## config.mk

```make
export PLATFORM = sky130hd
export DESIGN_NAME = div_unit_flat
export DESIGN_NICKNAME = d
export VERILOG_FILES = /design/src/rtl/riscv_mdu_pkg.sv /design/src/rtl/div_unit_if.sv /design/src/rtl/div_step.sv /design/src/rtl/div_unit.sv /design/src/flat_wrapper.sv
export SDC_FILE = /design/constraint.sdc
export NUM_CORES = 1
export LEC_CHECK = 0
export ABC_AREA = 1
export CORE_MARGIN = 2
export CORE_UTILIZATION = 35
export CTS_BUF_LIST = sky130_fd_sc_hd__clkbuf_4 sky130_fd_sc_hd__clkbuf_8 sky130_fd_sc_hd__clkbuf_16
export CTS_CLUSTER_SIZE = 25
export DETAILED_ROUTE_END_ITERATION = 7
export SLEW_MARGIN = 20
export SYNTH_ARGS = -nofsm -noshare
export SYNTH_HDL_FRONTEND = slang
export SYNTH_SLANG_ARGS = --single-unit
```

## constraint.sdc

```tcl
create_clock -name clk -period 2 [get_ports clk]
set_clock_uncertainty 0.15 [all_clocks]
set_input_delay 0.5 -clock clk [delete_from_list [all_inputs] [get_ports clk]]
set_output_delay 0.5 -clock clk [all_outputs]
set_load 0.01 [all_outputs]
```

## src/rtl/riscv_mdu_pkg.sv

```systemverilog
// rtl/riscv_mdu_pkg.sv - shared constants and types for the RV32M divide unit
// Contents: XLEN, funct3 encodings for DIV/DIVU/REM/REMU, divider FSM state enum.
package riscv_mdu_pkg;

  localparam int XLEN = 32;

  localparam logic [2:0] F3_DIV  = 3'b100;
  localparam logic [2:0] F3_DIVU = 3'b101;
  localparam logic [2:0] F3_REM  = 3'b110;
  localparam logic [2:0] F3_REMU = 3'b111;

  typedef enum logic [1:0] {
    IDLE = 2'd0,
    BUSY = 2'd1,
    FIX  = 2'd2,
    DONE = 2'd3
  } div_state_t;

endpackage

```

## src/rtl/div_unit_if.sv

```systemverilog
// rtl/div_unit_if.sv - ID/EX-to-divider request and result/stall signals
// master: pipeline side (drives start/funct3/operands/flush, sees indication/result/result_valid)
// slave : divider side (the reverse directions)
interface div_unit_if;

  logic                               start;
  logic [2:0]                         funct3;
  logic [riscv_mdu_pkg::XLEN-1:0]     operand_a;
  logic [riscv_mdu_pkg::XLEN-1:0]     operand_b;
  logic                               flush;
  logic                               indication;
  logic [riscv_mdu_pkg::XLEN-1:0]     result;
  logic                               result_valid;

  modport master (
    output start, funct3, operand_a, operand_b, flush,
    input  indication, result, result_valid
  );

  modport slave (
    input  start, funct3, operand_a, operand_b, flush,
    output indication, result, result_valid
  );

endinterface

```

## src/rtl/div_step.sv

```systemverilog
// rtl/div_step.sv - one combinational radix-2 restoring division iteration
// Ports: rem_i (33b partial remainder), dividend_msb_i (next dividend bit), divisor_i (|b|)
//        rem_o (next partial remainder), quot_bit_o (quotient bit produced this step)
module div_step
  import riscv_mdu_pkg::*;
(
  input  logic [XLEN:0]   rem_i,
  input  logic            dividend_msb_i,
  input  logic [XLEN-1:0] divisor_i,
  output logic [XLEN:0]   rem_o,
  output logic            quot_bit_o
);

  logic [XLEN+1:0] diff;

  // Full-width trial subtract; the top bit of diff is the borrow/sign.
  // rem_i is always below the divisor, so its MSB is zero and the shift never overflows.
  assign diff       = {rem_i, dividend_msb_i} - {2'b00, divisor_i};
  assign quot_bit_o = ~diff[XLEN+1];
  assign rem_o      = quot_bit_o ? diff[XLEN:0] : {rem_i[XLEN-1:0], dividend_msb_i};

endmodule

```

## src/rtl/div_unit.sv

```systemverilog
// rtl/div_unit.sv - multi-cycle RV32M DIV/DIVU/REM/REMU unit with pipeline stall request
// Ports: clk, rst_n (async active-low), bus (div_unit_if.slave: start, funct3, operand_a,
//        operand_b, flush in; indication, result, result_valid out)
module div_unit
  import riscv_mdu_pkg::*;
(
  input  logic       clk,
  input  logic       rst_n,
  div_unit_if.slave  bus
);

  div_state_t      state_q, state_d;
  logic [4:0]      count_q, count_d;
  logic            is_rem_q, is_rem_d;
  logic            neg_quot_q, neg_quot_d;
  logic            neg_rem_q, neg_rem_d;
  logic [XLEN-1:0] dividend_q, dividend_d;
  logic [XLEN-1:0] divisor_q, divisor_d;
  logic [XLEN:0]   rem_q, rem_d;
  logic [XLEN-1:0] quot_q, quot_d;
  logic [XLEN-1:0] result_q, result_d;

  logic            is_signed, a_neg, b_neg, accept, div_zero, overflow;
  logic [XLEN-1:0] abs_a, abs_b, special_res;
  logic [XLEN:0]   step_rem;
  logic            step_bit;

  assign is_signed = ~bus.funct3[0];
  assign a_neg     = is_signed & bus.operand_a[XLEN-1];
  assign b_neg     = is_signed & bus.operand_b[XLEN-1];
  assign abs_a     = a_neg ? (~bus.operand_a + 1'b1) : bus.operand_a;
  assign abs_b     = b_neg ? (~bus.operand_b + 1'b1) : bus.operand_b;

  assign accept    = (state_q == IDLE) & bus.start & bus.funct3[2] & ~bus.flush;
  assign div_zero  = (bus.operand_b == '0);
  assign overflow  = is_signed & (bus.operand_a == {1'b1, {(XLEN-1){1'b0}}})
                   & (bus.operand_b == '1);

  // Divide-by-zero takes priority; only reached for overflow when b != 0.
  always_comb begin
    special_res = '0;
    if (div_zero) begin
      special_res = bus.funct3[1] ? bus.operand_a : '1;
    end else begin
      special_res = bus.funct3[1] ? '0 : {1'b1, {(XLEN-1){1'b0}}};
    end
  end

  div_step u_step (
    .rem_i          (rem_q),
    .dividend_msb_i (dividend_q[XLEN-1]),
    .divisor_i      (divisor_q),
    .rem_o          (step_rem),
    .quot_bit_o     (step_bit)
  );

  always_comb begin
    state_d    = state_q;
    count_d    = count_q;
    is_rem_d   = is_rem_q;
    neg_quot_d = neg_quot_q;
    neg_rem_d  = neg_rem_q;
    dividend_d = dividend_q;
    divisor_d  = divisor_q;
    rem_d      = rem_q;
    quot_d     = quot_q;
    result_d   = result_q;

    unique case (state_q)
      IDLE: begin
        if (accept) begin
          is_rem_d   = bus.funct3[1];
          neg_quot_d = a_neg ^ b_neg;
          neg_rem_d  = a_neg;
          dividend_d = abs_a;
          divisor_d  = abs_b;
          rem_d      = '0;
          quot_d     = '0;
          count_d    = '0;
          if (div_zero || overflow) begin
            result_d = special_res;
            state_d  = DONE;
          end else begin
            state_d  = BUSY;
          end
        end
      end
      BUSY: begin
        rem_d      = step_rem;
        quot_d     = {quot_q[XLEN-2:0], step_bit};
        dividend_d = {dividend_q[XLEN-2:0], 1'b0};
        count_d    = count_q + 5'd1;
        if (count_q == 5'd31) state_d = FIX;
      end
      FIX: begin
        if (is_rem_q) begin
          result_d = neg_rem_q ? (~rem_q[XLEN-1:0] + 1'b1) : rem_q[XLEN-1:0];
        end else begin
          result_d = neg_quot_q ? (~quot_q + 1'b1) : quot_q;
        end
        state_d = DONE;
      end
      DONE: begin
        // The finished instruction is still in ID/EX here, so start is not sampled.
        state_d = IDLE;
      end
      default: state_d = IDLE;
    endcase

    // A redirect discards the operation and must not disturb the last result.
    if (bus.flush) begin
      state_d  = IDLE;
      count_d  = '0;
      result_d = result_q;
    end
  end

  always_ff @(posedge clk or negedge rst_n) begin
    if (!rst_n) begin
      state_q    <= IDLE;
      count_q    <= '0;
      is_rem_q   <= 1'b0;
      neg_quot_q <= 1'b0;
      neg_rem_q  <= 1'b0;
      dividend_q <= '0;
      divisor_q  <= '0;
      rem_q      <= '0;
      quot_q     <= '0;
      result_q   <= '0;
    end else begin
      state_q    <= state_d;
      count_q    <= count_d;
      is_rem_q   <= is_rem_d;
      neg_quot_q <= neg_quot_d;
      neg_rem_q  <= neg_rem_d;
      dividend_q <= dividend_d;
      divisor_q  <= divisor_d;
      rem_q      <= rem_d;
      quot_q     <= quot_d;
      result_q   <= result_d;
    end
  end

  // Stall is asserted in the accept cycle itself so ID/EX holds the operands.
  assign bus.indication   = rst_n & ~bus.flush
                          & (accept | (state_q == BUSY) | (state_q == FIX));
  assign bus.result_valid = (state_q == DONE) & ~bus.flush;
  assign bus.result       = result_q;

endmodule
```

## src/flat_wrapper.sv

```systemverilog
// flat-port wrapper written by rule: the top's interface ports become plain ports
module div_unit_flat import riscv_mdu_pkg::*;
  (clk, rst_n, bus_start, bus_funct3, bus_operand_a, bus_operand_b, bus_flush, bus_indication, bus_result, bus_result_valid);
  div_unit_if bus_i ();
  input  logic clk;
  input  logic rst_n;
  input wire logic [$bits(bus_i.start)-1:0] bus_start;
  input wire logic [$bits(bus_i.funct3)-1:0] bus_funct3;
  input wire logic [$bits(bus_i.operand_a)-1:0] bus_operand_a;
  input wire logic [$bits(bus_i.operand_b)-1:0] bus_operand_b;
  input wire logic [$bits(bus_i.flush)-1:0] bus_flush;
  output wire logic [$bits(bus_i.indication)-1:0] bus_indication;
  output wire logic [$bits(bus_i.result)-1:0] bus_result;
  output wire logic [$bits(bus_i.result_valid)-1:0] bus_result_valid;
  assign bus_i.start = bus_start;
  assign bus_i.funct3 = bus_funct3;
  assign bus_i.operand_a = bus_operand_a;
  assign bus_i.operand_b = bus_operand_b;
  assign bus_i.flush = bus_flush;
  assign bus_indication = bus_i.indication;
  assign bus_result = bus_i.result;
  assign bus_result_valid = bus_i.result_valid;
  div_unit u_core (.clk(clk), .rst_n(rst_n), .bus(bus_i));
endmodule
```

[Yosys cells after proc, flatten, opt, wreduce, memory -nomap -nowiden]
Index checks and enable logic that the tools add are counted.
Word-level totals
  flip-flop bits (word level): 171
  input bits: 71
  output and inout bits: 34
Operators by class
  add/subtract/negate cells: 6
  equality and inequality tests: 10
  mux-type cells: 26
  bitwise operators: 20
  reduce and logical (&&, ||, !) cells: 11
Operator list (count)
  $mux 32: 12
  $pmux 32 s2: 3
  $add 32x1->32 const B: 4
  $not 32->32: 4
  $mux 33: 2
  $pmux 33 s2: 1
  $eq 32x32->1 const B: 2
  $sub 34x32->34: 1
  $logic_not 32->1: 1
  $and 1x1->1: 10
  $mux 5: 2
  $pmux 5 s2: 1
  $mux 2: 4
  $pmux 2 s4: 1
  $reduce_and 2->1: 4
  $ne 3x2->1 const B: 2
  $add 5x1->5 const B: 1
  $eq 5x5->1 const B: 1
  $eq 2x2->1 const B: 2
  $reduce_and 4->1: 1
  $reduce_bool 2->1: 2
  $not 1->1: 3
  $reduce_bool 3->1: 1
  $eq 2x1->1 const B: 1
  6 further kinds: 7

[Logic depth before layout (Yosys ltp)]
  depth in word-level cells: 8
  mapped depth: 18

[Modules after synthesis]
A second synthesis with hierarchy kept.
Second synthesis, totals
  cell total of the unflattened synthesis: 2491
  area, all modules: 14975.6 µm²
Modules (own cells, without submodules)
  div_unit: instances 1, cells an instance 1770, area an instance 11531.1 µm²
  div_step: instances 1, cells an instance 721, area an instance 3444.6 µm²

[Worst setup path before layout]
Ideal clock, no wire load.
  path kind: register -> register
  start point: reg u_core.dividend_q[31]
  end point: reg u_core.rem_q[24]
  arrival time: 1.874 ns
  data required time: 1.733 ns
  setup slack: -0.141 ns
  cell stages (with the launch flop): 17
  cells stage by stage: dfrtp_1 inv_1 ha_1 inv_1 fa_1 nand3_1 nand3_1 nand2_1 nand2_1 nand2_1 nand2_1 nand2_1 nand3b_1 nand2_1 nand3_1 nand3_1 nand2_1
On the way
  longest elaborated chain between the ends: 3
Ends and longest elaborated chain
  from (decl): line div_unit.sv:17  | logic [XLEN-1:0] dividend_q, dividend_d;
  from (signal assigned): line div_unit.sv:136  | dividend_q <= dividend_d;
  $sub 34x32->34: line div_step.sv:18  | assign diff = {rem_i, dividend_msb_i} - {2'b00, divisor_i};
  $mux 33: line div_step.sv:20  | assign rem_o = quot_bit_o ? diff[XLEN:0] : {rem_i[XLEN-1:0], dividend_msb_i};
  $pmux 33 s2: line div_unit.sv:69  | unique case (state_q)
  to (signal assigned): line div_unit.sv:138  | rem_q <= rem_d;
  to (decl): line div_unit.sv:19  | logic [XLEN:0] rem_q, rem_d;
Every way passes these cells.
A chain may end at the register's enable or synchronous reset.

[Worst setup path in the final report]
  start point: reg u_core.state_q[1]
  end point: out bus_indication
On the way
  longest elaborated chain between the ends: 7
Ends and longest elaborated chain
  from (decl): line div_unit.sv:12  | div_state_t state_q, state_d;
  from (signal assigned): line div_unit.sv:131  | state_q <= state_d;
  $logic_not 2->1: line div_unit.sv:34  | assign accept = (state_q == IDLE) & bus.start & bus.funct3[2] & ~bus.flush;
  $and 1x1->1 (3 in series): line div_unit.sv:34
  $or 1x1->1: line div_unit.sv:146  | & (accept | (state_q == BUSY) | (state_q == FIX));
  $or 1x1->1 *: line div_unit.sv:146
  $and 1x1->1 *: line div_unit.sv:146
  to (decl): line flat_wrapper.sv:12  | output wire logic [$bits(bus_i.indication)-1:0] bus_indication;
Every way passes the cells marked *; elsewhere a longest branch is shown, timed or not.

==> flow_summary.ini <==
[yosys]
synth_edf_count = 0
synthCells = 2321
yosysTopAreaCell = dfrtp_1
yosys.cell_count.top_type = nand2_1
synth_fp_nets = 2437
synth.area.top_cells = dfrtp_1 (30%), nand2_1 (20%), nand3_1 (9.3%), inv_1 (7.8%), nor2_1 (5.0%)
synthFlopType = dfrtp_1
ys_types = 50
synth_seq_area_share = 0.296
yosys_warnings = 0
ys_ff_latch = 171
synth_top_area_frac = 0.296
async_reset_ff_frac = 1.00
synth_common_cells = nand2_1 (755), inv_1 (301), nand3_1 (269), nor2_1 (194), dfrtp_1 (171)
post_synth.cell_area_avg_um2 = 6.23
synth.cell_area_um2 = 14500

[drt]
wl_per_cell_um = 17.1
drt_iter0_drc = 1447
via_per_inst = 5.11
drc = 0
dr.pass1.iters = 6
num_vias = 17400
wirelength_um = 58100
ant_nets = 0

[timing]
hold_viol_final = 0
drv_slew = 0
slew-limit-headroom = 0.362
rsz0062_at_grt = true
tns_ps = -21790
setup_viol = 123
tightest_slew_ps = 958
fin_hold_ws_ps = 61.8
fin_crit_sh = 1.20
period_minus_slack_ps = 2400
fmax_mhz = 417
finalWorstSetupSlack_ps = -398

[floorplan]
die-area_um2 = 43000
fp-row-count = 74
start_util = 0.354
core_um2 = 40800
die_w_um = 207
io-pin-count = 105
fp.dieH_um = 207

[setup_path]
startpoint_type = flip-flop
rrSetupSlack_ps = -390
crit_type = reg2out
cp.required_ps = 1350
cp_max_fo = 4
crit_path_end_kind = primary output
worstPathArrival_ps = 1750

[min_path]
holdCritPathClass = in2async

[place]
place_hpwl_um = 43800
pre_cts_ws_ps = -758
placedCellCount = 3304
numPortBuffers = 104
gp_congestion = 0.980

[pwr]
p_comb_frac = 0.558
p_int_mw = 10.3
irDropWorstVdd_mv = 0.691
switching_share = 0.436
power.density_nw_per_um2 = 828
seq_power_share = 0.257
pwr-share-clk = 0.185
power_switching_mw = 8.01
p_leak_nw = 11.6

[clock_tree]
clockRootBuffer = clkbuf_16
cts_sinks = 171
htreeDepth = 4
tritoncts = yes
clk_latency_ps = 470
clockBufferDepth = 2
ctsHoldBuffers = 0
cts_made_buffers = 17
path_clk_slew_ps = 70

[grt]
antenna_found_initial = 3
grt_overflow = 0
grt_max_degree = 101
grtUsageTotal = 0.264
grt_pass1_vias = 16600
grt_first_pass_wirelength_um = 89900

[final_layout]
instances_no_fill = 3399
final_nets = 2969
fillers = 3926
syn_to_final_growth_pct = 53.3
post_route_cells_drive_above_1_share = 0.324

[run_status]
violations = setup timing
outcome = complete, but fails checks

[job]
drv_cap = 0
-- routing by layer --
metal | part of all wire | track usage
met4 | 0.033 | 0.0970
met1 | 0.46 | 0.357
met5 | 0.00046 | 0
met2 | 0.46 | 0.428
met3 | 0.046 | 0.0351
-- metrics by stage --
stage                     power, mW   util  area, µm²
after floorplan                9.03      -      14700
after global placement         13.2  0.476      19400
after detailed placement       13.3  0.476      19400
after CTS                      17.7  0.521      21300
after global routing           19.5  0.543      22200
final                          18.4  0.543      22200
-- worst paths after layout --
path	start	endpoint	depth (start not counted)
min in group clk	u_core.dividend_q[11]	u_core.dividend_q[11]	2
max in group asynchronous	rst_n	u_core.bus.result[26]	3
hold / removal	rst_n	u_core.dividend_q[22]	3
hold reg to reg	u_core.dividend_q[11]	u_core.dividend_q[11]	2
setup / recovery	u_core.state_q[1]	bus_indication	6
setup reg to reg	u_core.rem_q[4]	u_core.rem_q[20]	15
-- kinds of logic after synthesis --
logic type / Yosys count / synth area share
fa+ha+maj: 45 / 0.0395
xor+xnor: 54 / 0.0327
compound gates: 315 / 0.121
flops: 171 / 0.296
simple gates: 1337 / 0.399
buf+inv: 399 / 0.111
-- registers in the layout (all words and copies together) (netlist names) --
name,flops
u_core.bus.result,32
u_core.count_q,5
u_core.dividend_q,32
u_core.divisor_q,32
u_core.is_rem_q,1
u_core.neg_quot_q,1
u_core.neg_rem_q,1
u_core.quot_q,32
u_core.rem_q,33
u_core.state_q,2
-- area by class of cell --
| class | count | area (µm²) | share of cell area |
|---|---|---|---|
| Antenna cell | 1 | 2.50 | 0.000113 |
| Clock buffer | 18 | 439 | 0.0198 |
| Clock inverter | 14 | 138 | 0.00621 |
| Inverter | 313 | 1210 | 0.0545 |
| Multi-Input combinational cell | 1751 | 10200 | 0.459 |
| Sequential cell | 171 | 4300 | 0.194 |
| Tap cell | 532 | 666 | 0.0300 |
| Timing Repair Buffer | 599 | 5240 | 0.237 |
-- worst max-delay path: stages, from the launching register on --
cell and delay, ps:
dfrtp_1 410, inv_2 90, buf_4 150, ha_4 180
o311ai_2 250, inv_1 70, buf_2 140
-- power by group through the flow --
stage	clock [mW]	sequential, mW	combinational (mW)
finish	3.39	4.72	10.2
global route	3.57	4.81	11.1
detailed placement	0	4.73	8.62
CTS	3.47	4.70	9.50
floorplan	0	4.58	4.45
global placement	0	4.70	8.52
-- cell usage in the layout (no fill, tap or decap), types with 34 or more instances in the layout --
master             n
nand3_1          171
nor2_2            37
a21oi_1           69
buf_4            449
nand3_2           90
o211ai_1          37
inv_2             53
o21ai_0          115
clkdlybuf4s50_1   54
nor2_1           156
nand2_1          673
nand2_2           78
dfrtp_1          157
inv_1            250
o22ai_1           37
ha_4              34
xor2_1            35
dlygate4sd2_1     42
-- repair_timing --
item                                   CTS  global route
setup buffers                           39            16
pin swaps                               58            40
resized for setup                      295           185
cloned                                   6             5
endpoints found under the hold margin    0             0
setup endpoints to repair              199           165
No activity file was read; power rests on OpenSTA's default activity.
